File: config.mk
export PLATFORM = sky130hd
export DESIGN_NAME = input_port_star
export DESIGN_NICKNAME = d
export VERILOG_FILES = /design/src/rtl/input_port_star.sv
export SDC_FILE = /design/constraint.sdc
export NUM_CORES = 1
export LEC_CHECK = 0
export BUFFER_PORTS_ARGS = -buffer_cell sky130_fd_sc_hd__buf_2
export CORE_MARGIN = 1.5
export CORE_UTILIZATION = 50
export DETAILED_ROUTE_END_ITERATION = 16
export GPL_TIMING_DRIVEN = 0
export MAX_ROUTING_LAYER = met4
export PLACE_DENSITY = 0.74
export SLEW_MARGIN = 30
export SYNTH_ARGS = -nofsm -noshare
export SYNTH_HDL_FRONTEND = slang
export SYNTH_SLANG_ARGS = --single-unit
File: constraint.sdc
create_clock -name clk -period 2.3 [get_ports clk]
set_input_delay 0.575 -clock clk [delete_from_list [all_inputs] [get_ports clk]]
set_output_delay 0.575 -clock clk [all_outputs]
set_load 0.005 [all_outputs]
File: src/rtl/input_port_star.sv
// input_port_star: star-router input buffer; FIFO plus per-packet route latch in front of the switch.
module input_port_star #(
  parameter int FLIT_W = 16,
  parameter int DEPTH  = 4,
  parameter int PTR_W  = 2
) (
  input  logic              clk,
  input  logic              rst,
  input  logic [FLIT_W-1:0] in_flit,
  input  logic              in_valid,
  output logic              in_ready,
  output logic [FLIT_W-1:0] rc_flit,
  input  logic              rc_e1,
  input  logic              rc_e2,
  output logic [FLIT_W-1:0] out_flit,
  output logic              out_valid,
  input  logic              out_ready,
  output logic              out_e1,
  output logic              out_e2,
  output logic [PTR_W:0]    fifo_count,
  output logic              err_stray,
  output logic              err_route
);
  typedef enum logic [1:0] {IDLE, ACTIVE, DROP} state_t;
  state_t            state_q, state_d;
  logic [FLIT_W-1:0] mem_q [DEPTH];
  logic [FLIT_W-1:0] mem_d [DEPTH];
  logic [PTR_W-1:0]  wr_ptr_q, wr_ptr_d, rd_ptr_q, rd_ptr_d;
  logic [PTR_W:0]    count_q, count_d;
  logic              e1_q, e1_d, e2_q, e2_d;
  logic              err_stray_q, err_stray_d, err_route_q, err_route_d;
  logic              empty, wr, pop, is_hdr, is_tail;
  logic [FLIT_W-1:0] head;
  assign head       = mem_q[rd_ptr_q];
  assign is_hdr     = head[FLIT_W-1];
  // type 01 and 11 both close a packet
  assign is_tail    = head[FLIT_W-2];
  assign empty      = count_q == '0;
  assign in_ready   = count_q != (PTR_W+1)'(DEPTH);
  assign wr         = in_valid && in_ready;
  assign out_valid  = state_q == ACTIVE && !empty;
  assign out_flit   = head;
  assign rc_flit    = head;
  assign out_e1     = e1_q;
  assign out_e2     = e2_q;
  assign fifo_count = count_q;
  assign err_stray  = err_stray_q;
  assign err_route  = err_route_q;
  always_comb begin
    pop         = 1'b0;
    state_d     = state_q;
    e1_d        = e1_q;
    e2_d        = e2_q;
    err_stray_d = 1'b0;
    err_route_d = 1'b0;
    case (state_q)
      IDLE: if (!empty) begin
        if (!is_hdr) begin
          pop         = 1'b1;
          err_stray_d = 1'b1;
        end else if (rc_e1 ^ rc_e2) begin
          e1_d    = rc_e1;
          e2_d    = rc_e2;
          state_d = ACTIVE;
        end else begin
          err_route_d = 1'b1;
          state_d     = DROP;
        end
      end
      ACTIVE: begin
        pop = out_valid && out_ready;
        if (pop && is_tail) begin
          state_d = IDLE;
          e1_d    = 1'b0;
          e2_d    = 1'b0;
        end
      end
      DROP: begin
        pop     = !empty;
        state_d = pop && is_tail ? IDLE : DROP;
      end
      default: state_d = IDLE;
    endcase
    mem_d = mem_q;
    if (wr) mem_d[wr_ptr_q] = in_flit;
    wr_ptr_d = wr_ptr_q + PTR_W'(wr);
    rd_ptr_d = rd_ptr_q + PTR_W'(pop);
    count_d  = count_q + (PTR_W+1)'(wr) - (PTR_W+1)'(pop);
  end
  always_ff @(posedge clk or negedge rst) begin
    if (!rst) begin
      state_q     <= IDLE;
      mem_q       <= '{default: '0};
      wr_ptr_q    <= '0;
      rd_ptr_q    <= '0;
      count_q     <= '0;
      e1_q        <= 1'b0;
      e2_q        <= 1'b0;
      err_stray_q <= 1'b0;
      err_route_q <= 1'b0;
    end else begin
      state_q     <= state_d;
      mem_q       <= mem_d;
      wr_ptr_q    <= wr_ptr_d;
      rd_ptr_q    <= rd_ptr_d;
      count_q     <= count_d;
      e1_q        <= e1_d;
      e2_q        <= e2_d;
      err_stray_q <= err_stray_d;
      err_route_q <= err_route_d;
    end
  end
endmodule

* After elaboration in Yosys (flattened, before gate mapping)
Cells that the tools add are included.
** Cells by class
- Add/sub/neg operators :: 4
- Magnitude comparators :: 3
- Eq/ne operators :: 7
- Muxes and demuxes :: 29
- Bitwise logic cells :: 3
- Reduce and logical (&&, ||, !) cells :: 12
** Operators with widths (number)
- $bwmux 64 :: 1
- $mux 16 :: 3
- $bmux 16 s2 :: 1
- $demux 16 s2 :: 1
- $mux 1 :: 14
- $mux 2 :: 5
- $ge 3x3->1 const B :: 2
- $logic_and 1x1->1 :: 6
- $ne 2x2->1 const B :: 3
- $not 2->3 :: 2
- $pmux 2 s3 :: 1
- $reduce_and 5->1 :: 1
- $add 2x1->2 :: 2
- $pmux 1 s2 :: 2
- $add 3x1->3 :: 1
- $logic_not 3->1 :: 1
- $lt 3x1->1 const B :: 1
- $ne 3x3->1 const B :: 1
- $pmux 1 s3 :: 1
- $reduce_and 3->1 :: 1
- $sub 3x1->3 :: 1
- $eq 2x1->1 const B :: 1
- $eq 2x2->1 const B :: 1
- $logic_not 2->1 :: 1
- 4 further kinds :: 4
** Storage, ports and cells
- Bits in registers :: 77
- Input bits :: 22
- Output and inout port bits :: 41
- Logic and storage cells :: 70

* Depth between registers and ports, before layout
Gate-level depths: netlist (run 1).
- Word-level depth :: 8
- Mapped depth :: 9
- Gate-level depth less buffers :: 8

* Worst setup path before layout (run 1)
Ideal clock, no wire load.
- Kind :: flip-flop to flip-flop
- Start point :: register rd_ptr_q[0]
- End point :: register count_q[2], in the netlist fifo_count[2]
- Library setup time :: 125 ps
- Arrival time :: 2238 ps
- Data required time :: 2175 ps
- Path slack :: -63 ps
- Cell stages (with the launch flop) :: 10
- Buffers on the path :: 1
- Period minus slack after synthesis :: 2363 ps
- Cell sequence :: dfrtp_1 > buf_6 > mux4_2 > nand2_1 > and3_1 > xnor2_1 > ha_1 > fa_1 > xor2_1 > xnor2_1
** Between the ends
- Word-level cells in the longest chain between the ends :: 8
** RTL lines
- start, declared :: line 28 : logic [PTR_W-1:0] wr_ptr_q, wr_ptr_d, rd_ptr_q, rd_ptr_d;
- start signal, assigned :: line 105 : rd_ptr_q <= rd_ptr_d;
- $not 2->3 (implied by the code) :: line 34 : assign head = mem_q[rd_ptr_q];
- $bmux 16 s2 :: line 34
- $mux 16 (implied by the code) (2 in series) :: line 34
- via out_flit[15] :: line 15 : output logic [FLIT_W-1:0] out_flit,
- $mux 1 :: line 58 : if (!is_hdr) begin
- $mux 1 :: line 57 : IDLE: if (!empty) begin
- $pmux 1 s3 :: line 56 : case (state_q)
- $sub 3x1->3 :: line 88 : count_d = count_q + (PTR_W+1)'(wr) - (PTR_W+1)'(pop);
- via count_d[2] :: line 29 : logic [PTR_W:0] count_q, count_d;
- end signal, assigned :: line 106 : count_q <= count_d;
- end, declared :: line 29
The timed path passes the listed nets, and every way through them passes these cells. The select of a mux whose other input is x is not followed.
A chain may end at the register's enable or synchronous reset.

* Worst setup path after layout (run 1)
- Start point :: register rd_ptr_q[0]
- End point :: register count_q[2], in the netlist fifo_count[2]
** Between the ends
- Word-level cells in the longest chain between the ends :: 8
** RTL lines (line)
- $not 2->3 (implied by the code) :: 34
- $bmux 16 s2 :: 34
- $mux 16 (implied by the code) (2 in series) :: 34
- $mux 1 :: 58
- $mux 1 :: 57
- $pmux 1 s3 :: 56
- $sub 3x1->3 :: 88
- via count_d[2] :: 29
The timed path passes the listed nets, and every way through them passes these cells. The select of a mux whose other input is x is not followed.

==> impl_metrics.ini, run 1 <==
[outcome]
status = complete, but fails checks
failed_checks = negative setup slack

[placement]
place_congestion = 0.794
dp_cells = 398
dp_slack_ps = -110
dp_hpwl_um = 4530
port_buffers = 62

[critical_path]
worstSetupStartpointType = register
critical_path_required_ps = 2520
path_cells = buf_8 > mux4_2 > nand2_2 > and3_4 > xnor2_1 > ha_2 > fa_2 > xor2_1 > xnor2_1
crit_type = register to register
worst_path_most_repeated_cell = xnor2_1
worst_path_max_delay_cell = mux4_2
worst-path-max-fanout = 6
rr_startpoint = rd_ptr_q[0]$_DFF_PN0_
critPathTopFamily = multiplexers
cp-end-kind = register
reg2reg_depth = 9
worst_path_largest_cell_delay_ps = 580
rr_endpoint = fifo_count[2]$_DFF_PN0_
crit_buf_inv = 1
arrival_ps = 2580
reg2reg_slack_ps = -60

[detailed_routing]
wl_um = 6990
wl_per_cell_um = 17.0
first_pass_iters = 4
ant_nets = 0
drc = 0
num_vias = 2186
via_per_inst = 5.31
drt_iter0_markers = 107

[logic_synthesis]
synth_ff_type = dfrtp_1
synthArstFlopShare = 1.00
postSynthCellCount = 239
synth_area_per_cell_sq_um = 15.2
synth_enable_flop_cells = 0
syn_area_sq_mm = 0.00362
synth-seq-cells = 77
syn-num-nets = 264
ys_warn_count = 0
synth_cell_types = 41
ys_seq_area_frac = 0.532

[finish]
nNetsFinal = 336
final_common_cell = dfrtp_1
drive_gt1_frac = 0.620
mostFrequentLayoutCells = dfrtp_1 (76), mux2_2 (65), buf_2 (61), mux4_2 (16), buf_4 (14)
num_antenna_cells = 0
n_fill_cell = 551
seq_area_sq_mm = 0.00193
area_growth_pct = 21.2
multiInputGateArea_sq_mm = 0.00148
final_cells = 412

[global_route]
grt_pass1_wl_um = 11600
antenna_found_initial = 0
grt_max_degree = 44
grt_overflow = 0
track_usage = 0.208
grt_pass1_vias = 2289

[timing]
finalSetupViolCount = 20
fin_skew_ps = 14.8
worst_slack_ps = -57.7
hold_viol = 0
drv_slew = 0
fin_crit_sh = 1.03
timing.fmax_mhz = 424
worst_pin_slew_ps = 707
finalCriticalPeriod_ps = 2360
maxSlewHeadroom = 0.526
grt_setup_unrepaired = true

[clocking]
insertion_delay_ps = 340
root_buffer = clkbuf_8
hold_buffers = 0
cts_buffer_depth = 2
clk_pin_slew_ps = 90
cts.htree.levels = 3
cts_tree = yes
clock-sinks = 77
cts_made_buffers = 9

[power_and_ir_drop]
p_per_area_mw_per_mm2 = 1680
leakagePower_nw = 2.01
p_total_mw = 7.38
peakVddDrop_mv = 0.701

[floorplan]
die_h_um = 88.1
std_cell_rows = 30
die_area_sq_mm = 0.00777
ios = 63
core_sq_mm = 0.00691
start_util = 0.525
die_width_um = 88.1

[hold_path]
hold_class = primary input to async pin

[flow_run]
cap_violations = 0
-- metal layers --
metal  vias to the layer above  global-route usage  share of wire
li1                        996                   -              -
met4                         0              0.0511          0.010
met3                         7              0.0518          0.036
met1                      1132               0.281           0.46
met5                         -                   -              0
met2                        51               0.319           0.50
-- state kept, by name, summed over array words and instances (netlist names) --
name	cells
out_e1	1
err_stray	1
fifo_count	3
mem_q	64
err_route	1
wr_ptr_q	2
state_q	2
rd_ptr_q	2
out_e2	1
-- power breakdown --
| group | switching, mW | internal [mW] | total, mW | leakage [nW] |
|---|---|---|---|---|
| Combinational | 1.50 | 2.23 | 3.73 | 0.980 |
| Sequential | 0.365 | 2.06 | 2.42 | 0.913 |
| Clock | 0.474 | 0.750 | 1.22 | 0.121 |
| Total | 2.34 | 5.04 | 7.38 | 2.01 |
-- timing repair --
item,in CTS,in global routing
pin swaps,1,0
setup endpoints to repair,25,23
setup buffers,10,2
hold endpoints to repair,0,0
gates cloned,1,0
gates resized for setup,17,5
-- through the flow --
step	hold WS [ps]	setup TNS, ps	area, sq um	utilization
2_1_floorplan	279	0	3630	-
3_3_place_gp	479	-561	4060	0.588
3_5_place_dp	488	-810	4090	0.592
4_1_cts	182	-205	4380	0.634
5_1_grt	196	-1660	4390	0.636
6_report	170	-399	4390	0.636
-- logic make-up (layout without fill, tap and decap cells) --
logic type | Yosys count | count (layout) | share of synthesized area
adders and majority gates | 3 | 3 | 0.0124
xor gates and xnor gates | 7 | 7 | 0.0169
AOI/OAI and AO/OA | 10 | 10 | 0.0238
buffers and inverters | 33 | 110 | 0.0594
DFF | 77 | 77 | 0.532
muxes | 81 | 81 | 0.307
and+or+nand+nor | 28 | 28 | 0.0490
-- worst max-delay path by stage --
| stage | startpoint | endpoint | slack (ps) | cells after the start |
|---|---|---|---|---|
| after global placement | rd_ptr_q[0]$_DFF_PN0_ | fifo_count[2]$_DFF_PN0_ | -90 | 9 |
| after global routing | rd_ptr_q[0]$_DFF_PN0_ | fifo_count[2]$_DFF_PN0_ | -110 | 9 |
| after CTS | rd_ptr_q[0]$_DFF_PN0_ | out_flit[9] | -30 | 5 |
| after floorplan | rd_ptr_q[0]$_DFF_PN0_ | fifo_count[2]$_DFF_PN0_ | 5 | 9 |
| final | rd_ptr_q[0]$_DFF_PN0_ | fifo_count[2]$_DFF_PN0_ | -60 | 9 |
| after detailed placement | rd_ptr_q[0]$_DFF_PN0_ | fifo_count[2]$_DFF_PN0_ | -110 | 9 |
-- final cells by class --
cell class                      instances  area share
Inverter                                6     0.00513
Sequential cell                        77       0.439
Clock inverter                          4      0.0217
Tap cell                               96      0.0274
Clock buffer                           12      0.0331
Timing Repair Buffer                   76       0.111
Buffer                                 12      0.0254
Multi-Input combinational cell        129       0.337
-- synthesized netlist by cell type (2+ instances only) --
| library cell | n | area [sq um] |
|---|---|---|
| buf_2 | 3 | 15.0 |
| buf_4 | 17 | 128 |
| buf_6 | 3 | 33.8 |
| clkbuf_1 | 3 | 11.3 |
| dfrtp_1 | 77 | 1930 |
| ha_1 | 2 | 25.0 |
| inv_1 | 5 | 18.8 |
| mux2_2 | 65 | 732 |
| mux4_1 | 5 | 131 |
| mux4_2 | 11 | 248 |
| nand2_1 | 6 | 22.5 |
| nor2_1 | 5 | 18.8 |
| nor3_1 | 3 | 15.0 |
| o21ai_0 | 2 | 10.0 |
| xnor2_1 | 4 | 35.0 |
| xor2_1 | 3 | 26.3 |
-- worst reg2reg max path: cells and delay by family (launching register included) --
| family | cells | cell delay [ps] |
|---|---|---|
| buffers and inverters | 1 | 140 |
| multiplexers | 1 | 580 |
| adder cells (fa/ha/maj) | 2 | 510 |
| XOR/XNOR | 3 | 360 |
| flip-flops | 1 | 380 |
| AND/OR/NAND/NOR | 2 | 260 |
No activity file was read; power rests on OpenSTA's default activity.
==> run 2, diff against run 1 <==
--- a/config.mk
+++ b/config.mk
@@ -8,3 +8,2 @@
 export BUFFER_PORTS_ARGS = -buffer_cell sky130_fd_sc_hd__buf_2
-export CORE_MARGIN = 1.5
 export CORE_UTILIZATION = 50
@@ -12,2 +11,3 @@
 export GPL_TIMING_DRIVEN = 0
+export HOLD_SLACK_MARGIN = 0.12
 export MAX_ROUTING_LAYER = met4
==> constraint.sdc (replaced) <==
create_clock -name clk -period 2.3 [get_ports clk]
set_input_delay 0.115 -clock clk [delete_from_list [all_inputs] [get_ports clk]]
set_output_delay 0.115 -clock clk [all_outputs]
set_load 0.005 [all_outputs]
==> impl_metrics.ini, run 2 (same netlist as run 1, synthesis figures left out) <==
[timing]
finalSetupViolCount = 0
setup-tns-final_ps = 0
worst_pin_slew_ps = 626
fin_crit_sh = 0.974
fin_skew_ps = 9.16
timing.fmax_mhz = 446
drv_slew = 0
hold_viol = 0
finalCriticalPeriod_ps = 2240
maxSlewHeadroom = 0.581

[detailed_routing]
wl_per_cell_um = 15.5
ant_nets = 0
first_pass_iters = 4
drt_iter0_markers = 67
wl_um = 6780
drc = 0
num_vias = 2241
via_per_inst = 5.12

[floorplan]
std_cell_rows = 30
start_util = 0.525
die_width_um = 87.1
core_sq_mm = 0.00691
die_h_um = 87.1
ios = 63
die_area_sq_mm = 0.00759

[critical_path]
worst_path_max_delay_cell = mux4_2
crit_buf_inv = 1
reg2reg_slack_ps = 60
crit_type = register to register
arrival_ps = 2470
path_cells = buf_6 > mux4_2 > nand2_1 > and3_4 > xnor2_2 > ha_2 > fa_2 > xor2_1 > xnor2_1
worst-path-max-fanout = 4
critPathTopFamily = multiplexers
critical_path_required_ps = 2530
worst_path_largest_cell_delay_ps = 520
cp-end-kind = register
worstSetupStartpointType = register

[finish]
nNetsFinal = 362
n_fill_cell = 561
largest_register = mem_q
final_cells = 438
num_antenna_cells = 0
area_growth_pct = 24.9
drive_gt1_frac = 0.582
mostFrequentLayoutCells = dfrtp_1 (77), mux2_2 (65), buf_2 (64), buf_4 (24), dlygate4sd3_1 (19)
final_common_cell = dfrtp_1
largest_register_ffs = 64
final_cell_area_sq_mm = 0.00453

[placement]
place_congestion = 0.730
placed_cell_area_sq_mm = 0.00409
dp_cells = 398
port_buffers = 62
dp_hpwl_um = 4490

[clocking]
cts_tree = yes
cts.htree.levels = 3
root_buffer = clkbuf_8
cts_buffer_depth = 2
insertion_delay_ps = 340
clock-sinks = 77
clk_pin_slew_ps = 80
cts_made_buffers = 9

[outcome]
status = complete, no violations

[flow_run]
cap_violations = 0

[power_and_ir_drop]
p_total_mw = 7.15
p_per_area_mw_per_mm2 = 1580
peakVddDrop_mv = 0.826
leakagePower_nw = 2.10

[global_route]
grt_pass1_vias = 2276
track_usage = 0.207
grt_overflow = 0
grt_max_degree = 45
grt_pass1_wl_um = 11200
antenna_found_initial = 0

[hold_path]
hold_class = primary input to register
-- run 2: changes by cell type in the layout (fill, tap and decap cells not counted), moves of 2 or more --
cell / change
buf_12: -3
buf_2: +3
buf_4: +10
bufinv_16: -2
clkbuf_1: -3
clkbuf_2: +2
clkinvlp_4: +3
dlygate4sd3_1: +19
mux4_1: +5
mux4_2: -5
-- run 2: stage by stage --
stage          hold slack, ps  setup slack (ps)   util
2_1_floorplan            -181              4.96      -
3_3_place_gp              393             -93.3  0.588
3_5_place_dp              159              -135  0.592
4_1_cts                   190              16.5  0.651
5_1_grt                   198             -4.74  0.655
6_report                  206              59.2  0.655
-- run 2: area by class of cell --
class                      instances  area [sq um]  share of cell area
timing repair buffer              88           568               0.125
clock buffer                      10           138              0.0304
multi-input combinational        129          1500               0.331
inverter                           6          22.5             0.00498
buffer                            26           190              0.0420
clock inverter                     6          62.6              0.0138
tap                               96           120              0.0265
sequential                        77          1930               0.426
-- run 2: worst reg2reg max path, stage by stage (launching register included) --
cell,delay (ps)
dfrtp_1,350
buf_6,120
mux4_2,520
nand2_1,80
and3_4,210
xnor2_2,60
ha_2,190
fa_2,330
xor2_1,150
xnor2_1,120
-- run 2: final timing paths --
path / cells past startpoint / startpoint / endpoint
max: 9 / rd_ptr_q[0]$_DFF_PN0_ / fifo_count[2]$_DFF_PN0_
min: 3 / out_ready / state_q[0]$_DFFE_PN0P_
max reg2reg: 9 / rd_ptr_q[0]$_DFF_PN0_ / fifo_count[2]$_DFF_PN0_
min reg2reg: 1 / mem_q[33]$_DFFE_PN0P_ / mem_q[33]$_DFFE_PN0P_
max in group asynchronous: 3 / rst / mem_q[23]$_DFFE_PN0P_
min in group asynchronous: 2 / rst / fifo_count[2]$_DFF_PN0_
-- run 2: where the power goes --
part / internal, mW / total [mW] / switching, mW / leakage (nW)
registers: 2.06 / 2.41 / 0.357 / 0.914
logic: 2.29 / 3.72 / 1.43 / 1.09
clock network: 0.527 / 1.02 / 0.492 / 0.0943
-- run 2: repair_timing --
action / in CTS / in global routing
cloned: 0 / 0
endpoints found under the hold margin: 109 / 0
gates resized for setup: 0 / 3
setup endpoints to repair: 2 / 10
pin swaps: 0 / 2
hold buffers: 19 / 0
buffers inserted: 3 / 3
-- run 2: layer usage --
| metal | GRT usage | vias up | part of all wire |
|---|---|---|---|
| met4 | 0.0805 | 0 | 0.013 |
| met2 | 0.328 | 43 | 0.51 |
| met3 | 0.0341 | 7 | 0.030 |
| li1 | - | 1054 | - |
| met1 | 0.270 | 1137 | 0.45 |
| met5 | - | - | 0 |
==> run 3, diff against run 2 <==
- clock period: 2.3 -> 1.82 ns (I/O delays scaled with it)
==> impl_metrics.ini, run 3 (same netlist as run 1, synthesis figures left out) <==
[global_route]
grt_max_degree = 48
antenna_found_initial = 0
grt_pass1_vias = 2322
grt_overflow = 0
track_usage = 0.213
grt_pass1_wl_um = 11600

[clocking]
clk_pin_slew_ps = 80
clock-sinks = 77
insertion_delay_ps = 340
cts_made_buffers = 9
cts_tree = yes
cts_buffer_depth = 2
root_buffer = clkbuf_8
cts.htree.levels = 3

[critical_path]
crit_type = register to register
cp-end-kind = register
worstSetupStartpointType = register
worst-path-max-fanout = 2
reg2reg_depth = 8
arrival_ps = 2370
critical_path_required_ps = 2040

[timing]
worst_slack_ps = -326
worst_pin_slew_ps = 447
fin_crit_sh = 1.18
grt_setup_unrepaired = true
hold_slack_ps = 207
maxSlewHeadroom = 0.702
finalCriticalPeriod_ps = 2150
finalSetupViolCount = 31
hold_viol = 0
setup-tns-final_ps = -3310
timing.fmax_mhz = 466
fin_skew_ps = 11.5
drv_slew = 0

[detailed_routing]
first_pass_iters = 4
drc = 0
num_vias = 2349
wl_per_cell_um = 15.8
via_per_inst = 5.20
wl_um = 7140
ant_nets = 0
drt_iter0_markers = 119

[power_and_ir_drop]
p_seq_frac = 0.311
p_clk_frac = 0.126
swShare = 0.314
p_total_mw = 9.95
leakagePower_nw = 2.22
switchingPower_mw = 3.13
peakVddDrop_mv = 1.08
p_per_area_mw_per_mm2 = 2060
p_int_mw = 6.82
combPwrFrac = 0.563

[hold_path]
hold_class = primary input to register
worstHoldPathCells = 4

[finish]
multiInputGateArea_sq_mm = 0.00152
nNetsFinal = 376
largest_register = mem_q
final_common_cell = dfrtp_1
n_fill_cell = 496
largest_register_ffs = 64
drive_gt1_frac = 0.610
seq_area_sq_mm = 0.00193
final_cell_area_sq_mm = 0.00483
area_growth_pct = 33.2
num_antenna_cells = 0
mostFrequentLayoutCells = dfrtp_1 (77), mux2_2 (65), buf_2 (58), buf_4 (22), dlygate4sd3_1 (19)

[floorplan]
start_util = 0.525
std_cell_rows = 30
core_sq_mm = 0.00691
die_area_sq_mm = 0.00759
die_width_um = 87.1
ios = 63
die_h_um = 87.1

[placement]
place_congestion = 0.748
placed_cell_area_sq_mm = 0.00410
dp_slack_ps = -625
dp_hpwl_um = 4460
port_buffers = 62

[outcome]
status = complete, but fails checks
failed_checks = negative setup slack

[flow_run]
cap_violations = 0
-- run 3: changes by cell type in the layout (fill, tap and decap cells not counted), sizes merged --
cell	before	now
buf	92	106
clkbuf	13	16
clkinv	2	0
clkinvlp	3	2
-- run 3: per-layer routing --
metal / routed length (um) / global-route usage / up-vias
li1: - / - / 1077
met1: 3250 / 0.287 / 1213
met2: 3560 / 0.324 / 48
met4: 140 / 0.0939 / 0
met3: 186 / 0.0322 / 11
met5: 0 / - / -
-- run 3: area by class of cell --
type / instances / area share
flip-flops and latches: 77 / 0.399
plain buffers: 25 / 0.0591
clock buffers: 13 / 0.0309
multi-input cells: 129 / 0.314
well taps: 96 / 0.0249
clock inverters: 3 / 0.00933
repair buffers: 103 / 0.157
inverters: 6 / 0.00519
-- run 3: power by group through the flow --
stage,clock [mW],combinational (mW),sequential (mW)
global route,1.37,6.04,3.21
CTS,1.29,5.60,3.04
floorplan,0,3.30,2.94
finish,1.26,5.60,3.09
detailed placement,0,4.61,3.06
global placement,0,4.44,3.02
-- run 3: final timing paths --
| check | end | startpoint | slack (ps) |
|---|---|---|---|
| setup / recovery | fifo_count[2]$_DFF_PN0_ | rd_ptr_q[0]$_DFF_PN0_ | -330 |
| hold / removal | wr_ptr_q[0]$_DFF_PN0_ | in_valid | 210 |
| setup reg to reg | fifo_count[2]$_DFF_PN0_ | rd_ptr_q[0]$_DFF_PN0_ | -330 |
| hold reg to reg | mem_q[23]$_DFFE_PN0P_ | mem_q[23]$_DFFE_PN0P_ | 500 |
| max in group asynchronous | mem_q[23]$_DFFE_PN0P_ | rst | 1020 |
| min in group asynchronous | mem_q[3]$_DFFE_PN0P_ | rst | 230 |
-- run 3: critical path: stages, from the launching register on --
cell	delay, ps
dfrtp_1	370
mux4_2	520
nand2_1	80
and3_4	200
xnor2_2	70
ha_2	190
fa_2	330
xor2_1	150
xnor2_1	120
-- run 3: timing repair --
action,in CTS,in global routing
hold buffers,19,0
endpoints found under the hold margin,143,0
buffers inserted,19,1
gates resized for setup,40,12
pin swaps,8,0
cloned,1,0
setup endpoints to repair,71,55
-- run 3: metrics by stage --
stage,cells,util
after floorplan,239,-
after global routing,452,0.699
after detailed placement,398,0.594
after CTS,453,0.695
final,452,0.699
after global placement,397,0.590
